### src/rtl/sdram_arb.sv
// ---------------------------------------------------------------------------
// sdram_arb
//
// Multi-port arbiter in front of a single-command SDRAM controller. Each
// requester raises req (level) together with we/a/d. The arbiter picks one
// port, or a pending refresh, and issues a single one-cycle command strobe.
// It waits for the controller to finish and then pulses a one-hot ack back
// to the granted port. Refresh always beats port traffic.
//
// Configuration macro:
//   SDRAM_ARB_RR_EN  defined   -> round-robin selection starting after the
//                                 last granted port
//                    undefined -> fixed priority, lowest port index wins
//
// Parameters:
//   PORTS  number of requester ports (2..4)
//   AW     address width
//   DW     data width
//
// Ports:
//   clock, reset     rising-edge clock, synchronous active-high reset
//   ready            controller initialised; nothing is granted while low
//   rfsh             refresh request pulse (coalesced while pending)
//   req, we          per-port request level and write(1)/read(0) select
//   a, d             packed per-port address / write data (port n at n*W)
//   q                shared read data, held until the next completed read
//   ack              one-hot completion pulse to the granted port
//   memRd/Wr/Rf      one-cycle command strobes to the controller
//   memA, memD       latched address / write data for the current command
//   memQ             controller read data
//   memBusy          controller still executing the current command
// ---------------------------------------------------------------------------
module sdram_arb #(
    parameter int PORTS = 3,
    parameter int AW    = 24,
    parameter int DW    = 16
) (
    input  logic                clock,
    input  logic                reset,
    input  logic                ready,
    input  logic                rfsh,
    input  logic [PORTS-1:0]    req,
    input  logic [PORTS-1:0]    we,
    input  logic [PORTS*AW-1:0] a,
    input  logic [PORTS*DW-1:0] d,
    output logic [DW-1:0]       q,
    output logic [PORTS-1:0]    ack,
    output logic                memRd,
    output logic                memWr,
    output logic                memRf,
    output logic [AW-1:0]       memA,
    output logic [DW-1:0]       memD,
    input  logic [DW-1:0]       memQ,
    input  logic                memBusy
);

    localparam int IW = (PORTS > 2) ? 2 : 1;

    typedef enum logic [1:0] {
        IDLE  = 2'd0,
        ISSUE = 2'd1,
        WAIT  = 2'd2,
        DONE  = 2'd3
    } arbStateT;

    arbStateT        state;
    arbStateT        nextState;

    logic            rfPending;
    logic            refreshWanted;
    logic            grantRf;
    logic            grantPort;
    logic            isRefresh;
    logic            isWrite;
    logic [IW-1:0]   grantIdx;
    logic [IW-1:0]   searchStart;

    logic            found;
    int              scanIdx;
    logic [IW-1:0]   selIdx;
    logic [AW-1:0]   selA;
    logic [DW-1:0]   selD;
    logic            selWe;

    // A refresh pulse arriving in the very IDLE cycle that grants still counts,
    // so it must beat a simultaneous port request instead of waiting a cycle.
    assign refreshWanted = rfPending | rfsh;
    assign grantRf       = (state == IDLE) && ready && refreshWanted;
    assign grantPort     = (state == IDLE) && ready && !refreshWanted && (|req);

`ifdef SDRAM_ARB_RR_EN
    logic [IW-1:0] rrPtr;

    // Round-robin pointer: next search begins just after the last granted
    // port. Refresh grants leave it untouched.
    always_ff @(posedge clock) begin
        if (reset) begin
            rrPtr <= '0;
        end else if (grantPort) begin
            rrPtr <= (selIdx == IW'(PORTS - 1)) ? '0 : selIdx + IW'(1);
        end
    end

    assign searchStart = rrPtr;
`else
    assign searchStart = '0;
`endif

    // Scan every port once, starting at searchStart and wrapping modulo PORTS.
    // The first requesting port found wins; indices >= PORTS never appear.
    always_comb begin
        found   = 1'b0;
        scanIdx = 0;
        selIdx  = '0;
        selA    = '0;
        selD    = '0;
        selWe   = 1'b0;
        for (int k = 0; k < PORTS; k++) begin
            scanIdx = int'(searchStart) + k;
            if (scanIdx >= PORTS) begin
                scanIdx = scanIdx - PORTS;
            end
            if (!found && req[scanIdx]) begin
                found  = 1'b1;
                selIdx = IW'(scanIdx);
                selA   = a[scanIdx*AW +: AW];
                selD   = d[scanIdx*DW +: DW];
                selWe  = we[scanIdx];
            end
        end
    end

    // State register.
    always_ff @(posedge clock) begin
        if (reset) begin
            state <= IDLE;
        end else begin
            state <= nextState;
        end
    end

    // Next-state logic. ISSUE and DONE are single cycles; WAIT only looks at
    // memBusy from the cycle after the strobe, so the controller has had one
    // edge to raise it. ready only gates new grants, never a running access.
    always_comb begin
        nextState = state;
        case (state)
            IDLE:    if (grantRf || grantPort) nextState = ISSUE;
            ISSUE:   nextState = WAIT;
            WAIT:    if (!memBusy) nextState = DONE;
            DONE:    nextState = IDLE;
            default: nextState = IDLE;
        endcase
    end

    // Command latch, refresh bookkeeping and read-data capture. Read data is
    // captured on the WAIT->DONE edge so q is already valid while ack pulses.
    always_ff @(posedge clock) begin
        if (reset) begin
            rfPending <= 1'b0;
            isRefresh <= 1'b0;
            isWrite   <= 1'b0;
            grantIdx  <= '0;
            memA      <= '0;
            memD      <= '0;
            q         <= '0;
        end else begin
            if (grantRf) begin
                rfPending <= 1'b0;
            end else if (rfsh) begin
                rfPending <= 1'b1;
            end

            if (grantRf) begin
                isRefresh <= 1'b1;
                isWrite   <= 1'b0;
            end else if (grantPort) begin
                isRefresh <= 1'b0;
                isWrite   <= selWe;
                grantIdx  <= selIdx;
                memA      <= selA;
                memD      <= selD;
            end

            if ((state == WAIT) && !memBusy && !isRefresh && !isWrite) begin
                q <= memQ;
            end
        end
    end

    // Strobes are decoded from the registered state so each lasts exactly the
    // one ISSUE cycle, and exactly one of them is ever high.
    assign memRd = (state == ISSUE) && !isRefresh && !isWrite;
    assign memWr = (state == ISSUE) && !isRefresh &&  isWrite;
    assign memRf = (state == ISSUE) &&  isRefresh;

    // One-hot completion pulse for port accesses only.
    always_comb begin
        ack = '0;
        for (int p = 0; p < PORTS; p++) begin
            ack[p] = (state == DONE) && !isRefresh && (grantIdx == IW'(p));
        end
    end

endmodule

### config.mk
export PLATFORM = sky130hd
export DESIGN_NAME = sdram_arb
export DESIGN_NICKNAME = d
export VERILOG_FILES = /design/src/rtl/sdram_arb.sv
export SDC_FILE = /design/constraint.sdc
export NUM_CORES = 1
export LEC_CHECK = 0
export BUFFER_PORTS_ARGS = -buffer_cell sky130_fd_sc_hd__buf_4
export CAP_MARGIN = 20
export CORE_MARGIN = 5
export CORE_UTILIZATION = 43
export CTS_CLUSTER_SIZE = 14
export DETAILED_ROUTE_END_ITERATION = 8
export PLACE_DENSITY = 0.8
export REMOVE_ABC_BUFFERS = 1
export SYNTH_ARGS = -nofsm -noshare
export SYNTH_HDL_FRONTEND = slang
export SYNTH_SLANG_ARGS = --single-unit
export TNS_END_PERCENT = 20
### constraint.sdc
create_clock -name clock -period 2.3 [get_ports clock]
set_input_delay 0.46 -clock clock [delete_from_list [all_inputs] [get_ports clock]]
set_output_delay 0.46 -clock clock [all_outputs]
set_load 0.01 [all_outputs]
# Yosys cells after proc, flatten, opt, wreduce, memory -nomap -nowiden
# Cells that the tools add are included.
[totals] regBits=63 input_bits=147 wordCells=66 output_inout_bits=62
[op_classes] eq_ne=7 n_reduce_logical=31 n_bitwise=2 n_mux=18
[op_table] cell="$mux 24" count=3
[op_table] cell="$mux 16" count=3
[op_table] cell="$logic_and 1x1->1" count=17
[op_table] cell="$mux 1" count=8
[op_table] cell="$pmux 2 s4" count=1
[op_table] cell="$eq 2x2->1 const B" count=3
[op_table] cell="$logic_not 1->1" count=6
[op_table] cell="$mux 2" count=3
[op_table] cell="$eq 2x1->1 const B" count=2
[op_table] cell="$logic_not 2->1" count=2
[op_table] cell="$reduce_and 2->1" count=2
[op_table] cell="$reduce_or 3->1" count=1
[op_table] cell="$ne 2x1->1 const B" count=1
[op_table] cell="$ne 2x2->1 const B" count=1
[op_table] cell="$reduce_bool 2->1" count=1
[op_table] cell="$reduce_or 2->1" count=1
[op_table] cell="$logic_or 1x1->1" count=1
[op_table] cell="$not 1->1" count=1
[op_table] cell="$or 1x1->1" count=1

# Depth between registers and ports, before layout
[depth] ltp_word=7 ltp_mapped=7 depth_no_buf=5

# Worst setup path before layout
# No wires, ideal clock.
[synth_path] path_type="register to register" start="register state[0]" end="register memA[0]" path_buffers=2 stages_incl_launch_ff=8 slack_ps=583 t_arrival_ps=1629 synth_period_minus_slack_ps=1717 cell_sequence="dfxtp_1 -> inv_1 -> ha_1 -> nand4bb_4 -> or3_1 -> buf_6 -> buf_6 -> o32ai_2"
[synth_between] elab_chain_cells=5 elab_cells_between_ends=7 cone_classes="bitwise: 1; reduce/logical: 6"
[synth_rtl] element="from (decl)" line="66" text="arbStateT state;"
[synth_rtl] element="from (signal assigned)" line="138" text="state <= nextState;"
[synth_rtl] element="$logic_not 2->1 *" line="88, 89"
[synth_rtl] element="$logic_and 1x1->1 *" line="88, 89"
[synth_rtl] element="$logic_and 1x1->1, on equally long branches" line="89, 88"
[synth_rtl] element="$logic_and 1x1->1 / $not 1->1 (equally long branches)"
[synth_rtl] element="$reduce_and 2->1 (no source line) *"
[synth_rtl] element="to (signal assigned)" line="181" text="memA <= selA;"
[synth_rtl] element="to (decl)" line="51" text="output logic [AW-1:0] memA,"
# Mark *: on every way between the ends. The rest lies on a longest branch, timed or not.
# A chain may end at the register's enable or synchronous reset.

# Final worst setup path
[layout_path] start="register state[0]" end="register memA[21]"
# The elaborated chain is that of the path after synthesis.

==> flow_summary.toml <==
[pwr]
seq_power_share_pct = 38.9
swShare_pct = 30.6
combPwrFrac_pct = 33.2
power_density_nw_per_um2 = 646
finalPower_uw = 3360
power.internal_uw = 2330
power.net_switching_uw = 1030
pwr-share-clk_pct = 27.9
leakage_uw = 0.00223
vdd_drop_max_mv = 0.309

[place]
placed_area_sq_um = 5010
hpwl_um = 8950
dp.cells = 638
preCtsSetupSlack_ns = 0.286
port_buffers = 208
gp_congestion = 0.851

[global_routing]
first_global_vias = 3659
grt_max_degree = 85
grt_antenna_before_repair = 0
grt_overflow = 0
grt_use_total_pct = 22.8
grt_pass1_wl_um = 18100

[routing]
wl_per_cell_um = 17.8
drtIter0Drc = 98
via_count = 3605
firstDrtPassIters = 4
drc = 0
via_per_inst = 5.51
routed_wl_um = 11600
ant_nets = 0

[timing]
hold_viol = 0
fin_skew_ns = 0.00582
slew-limit-headroom_pct = 50.7
layout_setup_ws_ns = 0.277
grt_setup_unrepaired = "no"
drv_slew = 0
finalCriticalPeriod_ns = 2.02
finalSetupTns_ns = 0
fmax_ghz = 0.494
post-route-period-util_pct = 88.0
tightestPinTransition_ns = 0.739
finalSetupViolCount = 0

[yosys]
synth_area_sq_um = 3390
ys_seq_area_share_pct = 37.2
synth_top_cell_by_area = "dfxtp_1"
post_synth_num_cell_types = 35
yosysWarnings = 0
synth-seq-cells = 63
synthTopCellsByArea = "dfxtp_1, o32ai_2, a221oi_1"
synthArstFlopShare_pct = 0
synth_edf_count = 0
ys.flop_type = "dfxtp_1"
syn_area_per_cell_sq_um = 9.59
yosysTopAreaCellShare_pct = 37.2
synthCells = 354

[critical_path]
cp.required_ns = 2.54
endpoint_kind = "flop"
cp_max_fo = 41
setup.worst_path.class = "flop to flop"
worst_ep_arrival_time_ns = 2.27
setup.worst_path.start_class = "flop"

[clock_network]
cts_hold_buf = 0
clock_latency_ns = 0.33
root_buffer = "clkbuf_8"
cts_buffers = 9
ctsResizeCount = 0
postCtsSetupRepairBufs = 0
cts_tree = "built"
h-tree-depth = 3
clk_pin_slew_ns = 0.07
clock_sinks = 63
cts_buffer_depth = 2

[layout]
final_net_count = 698
fillers = 632
drive_gt1_share_pct = 50.4
n_antenna_cell = 0
syn_to_final_growth_pct = 53.3
layoutNonFillerInstCount = 654
fin_area_sq_um = 5200

[floorplan]
ioPinCount = 209
die_x_um = 98.9
dieArea_sq_um = 9770
die_h_um = 98.9
core_sq_um = 7730
start_util_pct = 43.9
row_count = 32

[worst_hold_path]
min-delay-path-class = "input port to flop"

[job]
max-cap-violations = 0

[outcome]
status = "finished, final reports clean"
-- per-stage QoR --
stage	utilization, %	hold WS [ns]
after global placement	64.9	0.445
after detailed placement	64.9	0.453
after CTS	67.3	0.355
after global routing	67.3	0.376
after floorplan	-	0.465
final	67.3	0.374
-- cell usage after synthesis, types with 3 or more instances --
library cell	instances
nand2_1	75
nor4bb_1	3
ha_1	4
inv_1	3
o21ai_0	4
a21oi_1	20
o32ai_2	38
nor2_1	4
a221oi_1	40
dfxtp_1	63
clkbuf_1	22
buf_2	5
buf_6	6
nor2b_1	42
-- placed cells by master, fill, tap and decap left out, drive strengths merged, types with 2 or more instances in the layout --
cell / count
a21oi: 20
a221oi: 40
buf: 218
clkbuf: 12
clkinv: 3
dfxtp: 63
ha: 4
inv: 4
nand2: 75
nand3b: 2
nor2: 4
nor2b: 42
nor3b: 2
nor4b: 2
nor4bb: 3
o21ai: 4
o32ai: 40
-- sequential cells by signal, indices dropped and copies added (netlist names) --
name,count
memA,24
rfPending,1
state,2
grantIdx,2
isWrite,1
memD,16
isRefresh,1
q,16
-- worst max-delay path, cell delays in order (launching register included) --
cell and delay [ns]:
dfxtp_1 0.33, inv_1 0.10, ha_1 0.32, nand4bb_4 0.18, or3_2 0.47, buf_12 0.23, o32ai_2 0.29
-- cell type report --
class | instances | area [sq um] | share of cell area (%)
Clock buffer | 12 | 145 | 2.79
Clock inverter | 4 | 45.0 | 0.866
Inverter | 4 | 15.0 | 0.289
Multi-Input combinational cell | 251 | 1950 | 37.4
Sequential cell | 63 | 1260 | 24.2
Tap cell | 102 | 128 | 2.45
Timing Repair Buffer | 218 | 1660 | 31.9
-- cells by family after synthesis --
kind of cell               count (synthesis)  share of synthesized area [%]
and+or+nand+nor                          136                           21.0
AOI/OAI and AO/OA                        110                           34.1
DFF                                       63                           37.2
buffers and inverters                     40                           5.97
adders and majority gates                  4                           1.47
muxes                                      1                          0.295
-- path summary, 6_finish.rpt --
| path | startpoint | endpoint | slack (ns) | cells past startpoint |
|---|---|---|---|---|
| hold / removal | memQ[8] | q[8] | 0.37 | 3 |
| hold reg to reg | q[15] | q[15] | 0.46 | 2 |
| setup / recovery | state[0] | memA[21] | 0.28 | 6 |
| setup reg to reg | state[0] | memA[21] | 0.28 | 6 |
-- power groups by stage --
stage	combinational, uW	sequential, uW	clock (uW)
floorplan	522	1360	0
global placement	1090	1320	0
detailed placement	1120	1330	0
CTS	1120	1310	959
global route	1210	1320	999
finish	1120	1310	938
-- routing by layer --
layer / up-vias / share of wire, % / track usage, %
met4: 0 / 2.3 / 9.56
met5: - / 0 / 0
met3: 20 / 9.2 / 7.36
met2: 175 / 51 / 41.0
li1: 1717 / - / -
met1: 1693 / 38 / 24.4
Power figures use the tool's default switching activity.
